### src/rtl/mem_arb_pkg.sv
// Purpose: shared types and widths for the fetch/LSU memory port arbiter.
// Latency: n/a (types and constants only).
// Backpressure: n/a.
// Contents: owner encoding, owner-FIFO entry type, data/strobe widths,
// width helpers for pointers and occupancy counters.
package mem_arb_pkg;

  localparam int unsigned DATA_W = 32;
  localparam int unsigned STRB_W = 4;

  typedef enum logic {
    OWNER_IF  = 1'b0,
    OWNER_LSU = 1'b1
  } owner_e;

  typedef struct packed {
    logic   kill;
    owner_e owner;
  } fifo_ent_t;

  // Occupancy counter must hold 0..depth inclusive.
  function automatic int unsigned cnt_w(input int unsigned depth);
    return $clog2(depth + 1);
  endfunction

  // Pointer indexes 0..depth-1; a depth of 1 still needs one bit.
  function automatic int unsigned ptr_w(input int unsigned depth);
    return (depth <= 1) ? 1 : $clog2(depth);
  endfunction

endpackage

### src/rtl/mem_port_arbiter_owner_fifo.sv
// Purpose: in-order FIFO recording who issued each outstanding read, with broadcast kill by owner.
// Latency: push visible at head next cycle; head and kill merge are combinational.
// Backpressure: push ignored when full unless a pop happens in the same cycle; pop ignored when empty.
// Ports: clk/rstn (sync active-low), push_vld/push_owner, pop_vld,
// kill_vld/kill_owner (mark every matching entry killed), head_owner/head_kill,
// empty/full status.
module owner_fifo
  import mem_arb_pkg::*;
#(
  parameter int unsigned DEPTH = 2
) (
  input  logic clk,
  input  logic rstn,
  input  logic push_vld,
  input  logic push_owner,
  input  logic pop_vld,
  input  logic kill_vld,
  input  logic kill_owner,
  output logic head_owner,
  output logic head_kill,
  output logic empty,
  output logic full
);

  localparam int unsigned PW = ptr_w(DEPTH);
  localparam int unsigned CW = cnt_w(DEPTH);

  fifo_ent_t      ent_q [DEPTH];
  fifo_ent_t      ent_d [DEPTH];
  logic [PW-1:0]  wr_ptr_q, wr_ptr_d;
  logic [PW-1:0]  rd_ptr_q, rd_ptr_d;
  logic [CW-1:0]  count_q, count_d;
  logic           do_push, do_pop;

  function automatic logic [PW-1:0] inc_ptr(input logic [PW-1:0] p);
    return (p == PW'(DEPTH - 1)) ? '0 : p + PW'(1);
  endfunction

  assign empty = (count_q == '0);
  assign full  = (count_q == CW'(DEPTH));

  assign do_pop  = pop_vld & ~empty;
  // A full FIFO can still accept a push when the head leaves this cycle.
  assign do_push = push_vld & (~full | do_pop);

  // The head seen by the response path already includes this cycle's kill,
  // so a response popping a just-killed fetch is suppressed immediately.
  assign head_owner = ent_q[rd_ptr_q].owner;
  assign head_kill  = ent_q[rd_ptr_q].kill |
                      (kill_vld & (ent_q[rd_ptr_q].owner == owner_e'(kill_owner)));

  always_comb begin
    ent_d    = ent_q;
    wr_ptr_d = wr_ptr_q;
    rd_ptr_d = rd_ptr_q;
    count_d  = count_q;

    if (kill_vld) begin
      for (int i = 0; i < int'(DEPTH); i++) begin
        if (ent_q[i].owner == owner_e'(kill_owner)) begin
          ent_d[i].kill = 1'b1;
        end
      end
    end

    // Push is applied after the kill sweep: a same-cycle push survives the kill.
    if (do_push) begin
      ent_d[wr_ptr_q].kill  = 1'b0;
      ent_d[wr_ptr_q].owner = owner_e'(push_owner);
      wr_ptr_d              = inc_ptr(wr_ptr_q);
    end

    if (do_pop) begin
      rd_ptr_d = inc_ptr(rd_ptr_q);
    end

    count_d = count_q + CW'(do_push) - CW'(do_pop);
  end

  always_ff @(posedge clk) begin
    if (!rstn) begin
      for (int i = 0; i < int'(DEPTH); i++) begin
        ent_q[i] <= '0;
      end
      wr_ptr_q <= '0;
      rd_ptr_q <= '0;
      count_q  <= '0;
    end else begin
      ent_q    <= ent_d;
      wr_ptr_q <= wr_ptr_d;
      rd_ptr_q <= rd_ptr_d;
      count_q  <= count_d;
    end
  end

endmodule

### src/rtl/mem_port_arbiter.sv
// Purpose: share one single-port memory between instruction fetch and the LSU, routing read data back in order.
// Latency: 0 cycles request->grant->mem_en, 0 cycles mem_rvld->if_rvld/lsu_rvld.
// Backpressure: reads stall when MAX_OUTST reads are in flight (unless one retires this cycle); writes never stall.
// Ports: CLK/RSTN (sync active-low); fetch side if_req/if_addr/if_gnt/if_rvld/if_kill;
// LSU side lsu_req/lsu_addr/lsu_wdata/lsu_wen/lsu_gnt/lsu_rvld; shared rdata;
// memory side mem_en/mem_addr/mem_wdata/mem_wen/mem_rdata/mem_rvld; sticky err_orphan.
// Build option: define ARB_STARVE_GUARD_EN to force a fetch grant after
// STARVE_LIMIT consecutive LSU wins over an eligible fetch; otherwise fixed LSU priority.
module mem_port_arbiter
  import mem_arb_pkg::*;
#(
  parameter int unsigned MAX_OUTST    = 2,
  parameter int unsigned STARVE_LIMIT = 4
) (
  input  logic              CLK,
  input  logic              RSTN,
  input  logic              if_req,
  input  logic [31:0]       if_addr,
  output logic              if_gnt,
  output logic              if_rvld,
  input  logic              if_kill,
  input  logic              lsu_req,
  input  logic [31:0]       lsu_addr,
  input  logic [31:0]       lsu_wdata,
  input  logic [3:0]        lsu_wen,
  output logic              lsu_gnt,
  output logic              lsu_rvld,
  output logic [31:0]       rdata,
  output logic              mem_en,
  output logic [31:0]       mem_addr,
  output logic [31:0]       mem_wdata,
  output logic [3:0]        mem_wen,
  input  logic [31:0]       mem_rdata,
  input  logic              mem_rvld,
  output logic              err_orphan
);

  if (MAX_OUTST < 1 || STARVE_LIMIT < 1) begin : g_bad_cfg
    $error("mem_port_arbiter: MAX_OUTST and STARVE_LIMIT must be >= 1");
  end

  logic fifo_empty, fifo_full;
  logic head_owner, head_kill;
  logic pop_vld, push_vld, push_owner;
  logic rd_slot_ok, lsu_is_wr;
  logic if_elig, lsu_elig, force_if;
  logic err_orphan_q, err_orphan_d;

  // A response only retires something if a read is actually outstanding.
  assign pop_vld    = mem_rvld & ~fifo_empty;
  assign rd_slot_ok = ~fifo_full | pop_vld;
  assign lsu_is_wr  = |lsu_wen;

  assign if_elig  = if_req & rd_slot_ok;
  assign lsu_elig = lsu_req & (lsu_is_wr | rd_slot_ok);

  assign lsu_gnt = lsu_elig & ~force_if;
  assign if_gnt  = if_elig & ~lsu_gnt;

`ifdef ARB_STARVE_GUARD_EN
  localparam int unsigned SW = cnt_w(STARVE_LIMIT);

  logic [SW-1:0] starve_q, starve_d;

  assign force_if = (starve_q == SW'(STARVE_LIMIT)) & if_elig;

  // Counts consecutive cycles where an eligible fetch lost to the LSU.
  always_comb begin
    starve_d = starve_q;
    if (!if_req || if_gnt) begin
      starve_d = '0;
    end else if (if_elig && lsu_gnt && (starve_q != SW'(STARVE_LIMIT))) begin
      starve_d = starve_q + SW'(1);
    end
  end

  always_ff @(posedge CLK) begin
    if (!RSTN) begin
      starve_q <= '0;
    end else begin
      starve_q <= starve_d;
    end
  end
`else
  assign force_if = 1'b0;
`endif

  // Memory port mux; idle port drives zeros.
  always_comb begin
    mem_addr  = '0;
    mem_wdata = '0;
    mem_wen   = '0;
    if (lsu_gnt) begin
      mem_addr  = lsu_addr;
      mem_wdata = lsu_wdata;
      mem_wen   = lsu_wen;
    end else if (if_gnt) begin
      mem_addr  = if_addr;
    end
  end

  assign mem_en = if_gnt | lsu_gnt;

  // Writes retire without a response, so only reads take an owner slot.
  assign push_vld   = if_gnt | (lsu_gnt & ~lsu_is_wr);
  assign push_owner = lsu_gnt ? OWNER_LSU : OWNER_IF;

  owner_fifo #(
    .DEPTH (MAX_OUTST)
  ) u_fifo (
    .clk        (CLK),
    .rstn       (RSTN),
    .push_vld   (push_vld),
    .push_owner (push_owner),
    .pop_vld    (pop_vld),
    .kill_vld   (if_kill),
    .kill_owner (OWNER_IF),
    .head_owner (head_owner),
    .head_kill  (head_kill),
    .empty      (fifo_empty),
    .full       (fifo_full)
  );

  assign if_rvld  = pop_vld & (head_owner == OWNER_IF) & ~head_kill;
  assign lsu_rvld = pop_vld & (head_owner == OWNER_LSU);
  assign rdata    = mem_rdata;

  always_comb begin
    err_orphan_d = err_orphan_q | (mem_rvld & fifo_empty);
  end

  always_ff @(posedge CLK) begin
    if (!RSTN) begin
      err_orphan_q <= 1'b0;
    end else begin
      err_orphan_q <= err_orphan_d;
    end
  end

  assign err_orphan = err_orphan_q;

endmodule

### config.mk
export PLATFORM = sky130hd
export DESIGN_NAME = mem_port_arbiter
export DESIGN_NICKNAME = d
export VERILOG_FILES = /design/src/rtl/mem_arb_pkg.sv /design/src/rtl/mem_port_arbiter_owner_fifo.sv /design/src/rtl/mem_port_arbiter.sv
export SDC_FILE = /design/constraint.sdc
export NUM_CORES = 1
export LEC_CHECK = 0
export ABC_AREA = 1
export ABC_CLOCK_PERIOD_IN_PS = 2200
export CORE_AREA = 3 3 94 96
export DETAILED_ROUTE_END_ITERATION = 6
export DIE_AREA = 0 0 97 99
export HOLD_SLACK_MARGIN = 0.12
export PLACE_DENSITY = 0.82
export SLEW_MARGIN = 5
export SYNTH_ARGS = -nofsm -noshare
export SYNTH_HDL_FRONTEND = slang
export SYNTH_HIERARCHICAL = 1
export SYNTH_SLANG_ARGS = --single-unit
### constraint.sdc
create_clock -name CLK -period 2.2 [get_ports CLK]
set_input_delay 0.22 -clock CLK [delete_from_list [all_inputs] [get_ports CLK]]
set_output_delay 0.22 -clock CLK [all_outputs]
set_load 0.005 [all_outputs]
==> run metrics <==
gpl congestion=0.812; cts bufs inserted=3; min cycle time layout=2.16 ns; H-tree depth=1; Req. time, crit path=1.98 ns; GRT overflow=0; DR vias/cell=4.47; largest net degree at the start of global routing=39; yosys warns=6; r2r setup slk=0.21 ns; Mapped Area=1700 um^2; Tcrit/Tclk final=98.3%; CP Launch Type=flop; Area Overhead vs Synth=109%; clock tree buffer depth=2; Worst path slowest cell=clkdlybuf4s50_1; Site Rows=33; Leak=1.90 nW; final worst slack=0.0366 ns; first-pass GRT wire length=11,400 um; DR WL/cell=13.4 um; syn avg cell area=5.34 um^2; initial antenna violation count=0; Sink Count=9; Clk pwr share=17.9%; Iter 0 DRT Violations=73; Max IR drop VDD=0.201 mV; IO Port Bufs=179; leading cell type in the layout, fill and taps excluded=clkdlybuf4s50_1; Max stage delay on crit path=0.46 ns; cts hold-fix bufs=0; Psw=356 uW; Hold Path Class=primary input to output port; vias in the first global route=2,393; fin nets=606; DRC errors left=0; post-DP HPWL=6350 um; Setup violations, final=0; final wirelength=7630 um; internal power=731 uW; CP endpoint kind=output port; synth unique cells=24; CTS tree=done; Max Cap Viol=0; Global Route Usage Sum=14.2%; CTS root buf=clkbuf_8; First-pass DRT Iterations=4; sequential share of the synthesized area=10.6%; post-route ant nets=0; Yosys reg bits=9; worst path cell trace=inv_1, nand2_2, inv_1, inv_1, a21oi_1, nand2_2, nand2_2, buf_12, nor2_1, clkdlybuf4s50_1; area leader, netlist=buf_4; clock-pin slew on the worst setup and hold paths=0.04 ns; Slew Viols, Final=0; Syn Inst Count=318; I/O Pins=244; worst slack, placed=0.00172 ns; top cell type's share of synthesized area=14.1%; status=completed; share of layout cells above drive strength 1=8.15%; Top Family by Delay on Critical Path=buffers and inverters; Inserted Diodes=0; Initial Utilization=20.9%; via count=2,555; clk_skew=0.00620 ns; Die Wd=97 um; most frequent cells in the layout=clkdlybuf4s50_1 (157), nand2_1 (59), inv_1 (54); combinational power share=63.8%; RSZ-0062 raised after global routing=true; area of the die=9600 um^2; Synth area leaders=buf_4 (14%), nand2_1 (13%), nand4_1 (13%); Worst Path Buf+Inv=5; critical path type=flop to output port; Sw Share=32.8%; core region area=8130 um^2; critical path arrival=1.94 ns; Crit Path Max Fanout=38; Worst-Skew Late Latency=0.24 ns; fmax=462 MHz; Sequential Power Share=18.3%; Hold Violations, Final=0; Die H=99 um; hold slack=0.440 ns; pwr dens=306 nW/um^2
final cells by class:
cell class | count | area, um^2
inverters | 59 | 221
clock buffers | 4 | 45.0
flip-flops and latches | 9 | 183
fillers | 799 | 4590
well taps | 105 | 131
multi-input cells | 199 | 957
repair buffers | 195 | 2010
worst paths after layout:
path                     start                 to  cells after the start
max          u_fifo/count_q[0]       mem_wdata[9]                     10
min               mem_rdata[3]           rdata[3]                      0
max reg2reg  u_fifo/count_q[0]  u_fifo/count_q[1]                     15
min reg2reg    u_fifo/ent_q[3]    u_fifo/ent_q[3]                      2
Yosys cell counts:
cell type	n
clkbuf_1	5
nand4_1	34
nand2_1	59
inv_1	54
a21oi_2	1
buf_2	12
buf_1	1
nor2_2	1
nand3_2	3
xnor2_1	1
ha_1	1
a21oi_1	5
conb_1	1
nand3_1	37
o21ai_0	2
nor2_1	45
nand3b_2	1
inv_2	5
nor3_1	1
dfxtp_1	9
buf_4	32
nand2_2	4
buf_6	3
o21ai_1	1
power by group through the flow:
| stage | clock network [mW] | registers [mW] | logic [mW] |
|---|---|---|---|
| final | 0.195 | 0.199 | 0.693 |
| after global routing | 0.213 | 0.201 | 0.750 |
| after CTS | 0.200 | 0.198 | 0.703 |
| after detailed placement | 0 | 0.199 | 0.689 |
| after global placement | 0 | 0.198 | 0.675 |
| after floorplan | 0 | 0.196 | 0.301 |
what timing repair did:
| action | CTS | global route |
|---|---|---|
| buffers inserted | 0 | 0 |
| gates cloned | 0 | 0 |
| endpoints found under the setup margin | 65 | 70 |
| gates resized for setup | 11 | 22 |
| pin swaps | 1 | 1 |
cell families (layout without fill, tap and decap cells):
family	after synthesis	in the layout	synth area share (%)
simple gates	185	185	51.0
other cells	1	3	0.221
buf+inv	112	258	34.0
xor+xnor	1	1	0.516
fa+ha+maj	1	1	0.737
compound gates	9	9	2.87
flops	9	9	10.6
per-stage QoR:
| stage | setup TNS [ns] | utilization (%) | total power [mW] | cells | area [um^2] |
|---|---|---|---|---|---|
| floorplan | 0 | - | 0.497 | 320 | 1710 |
| global placement | 0 | 42.0 | 0.874 | 567 | 3420 |
| detailed placement | 0 | 42.0 | 0.889 | 567 | 3420 |
| CTS | 0 | 42.9 | 1.10 | 571 | 3490 |
| global route | -2.44 | 43.6 | 1.16 | 571 | 3550 |
| finish | 0 | 43.6 | 1.09 | 571 | 3550 |
per-layer routing:
layer	routed length (um)	vias to the layer above	GRT usage (%)
li1	-	1258	-
met3	916	10	5.31
met2	3830	175	26.0
met5	0	-	0
met4	104	0	3.56
met1	2770	1112	15.5
worst register-to-register path: stages (launching register included):
cell and delay, ns:
dfxtp_2 0.34, inv_1 0.07, nand2_2 0.09, inv_1 0.06, inv_1 0.07, nand2_1 0.10, nand2_4 0.14, nand3_1 0.14
nand2_1 0.14, nand3b_2 0.15, nand2_1 0.06, ha_1 0.18, xnor2_1 0.18, nand2_1 0.07, nand2_1 0.06, nor2_1 0.04
No activity file was read; power rests on OpenSTA's default activity.
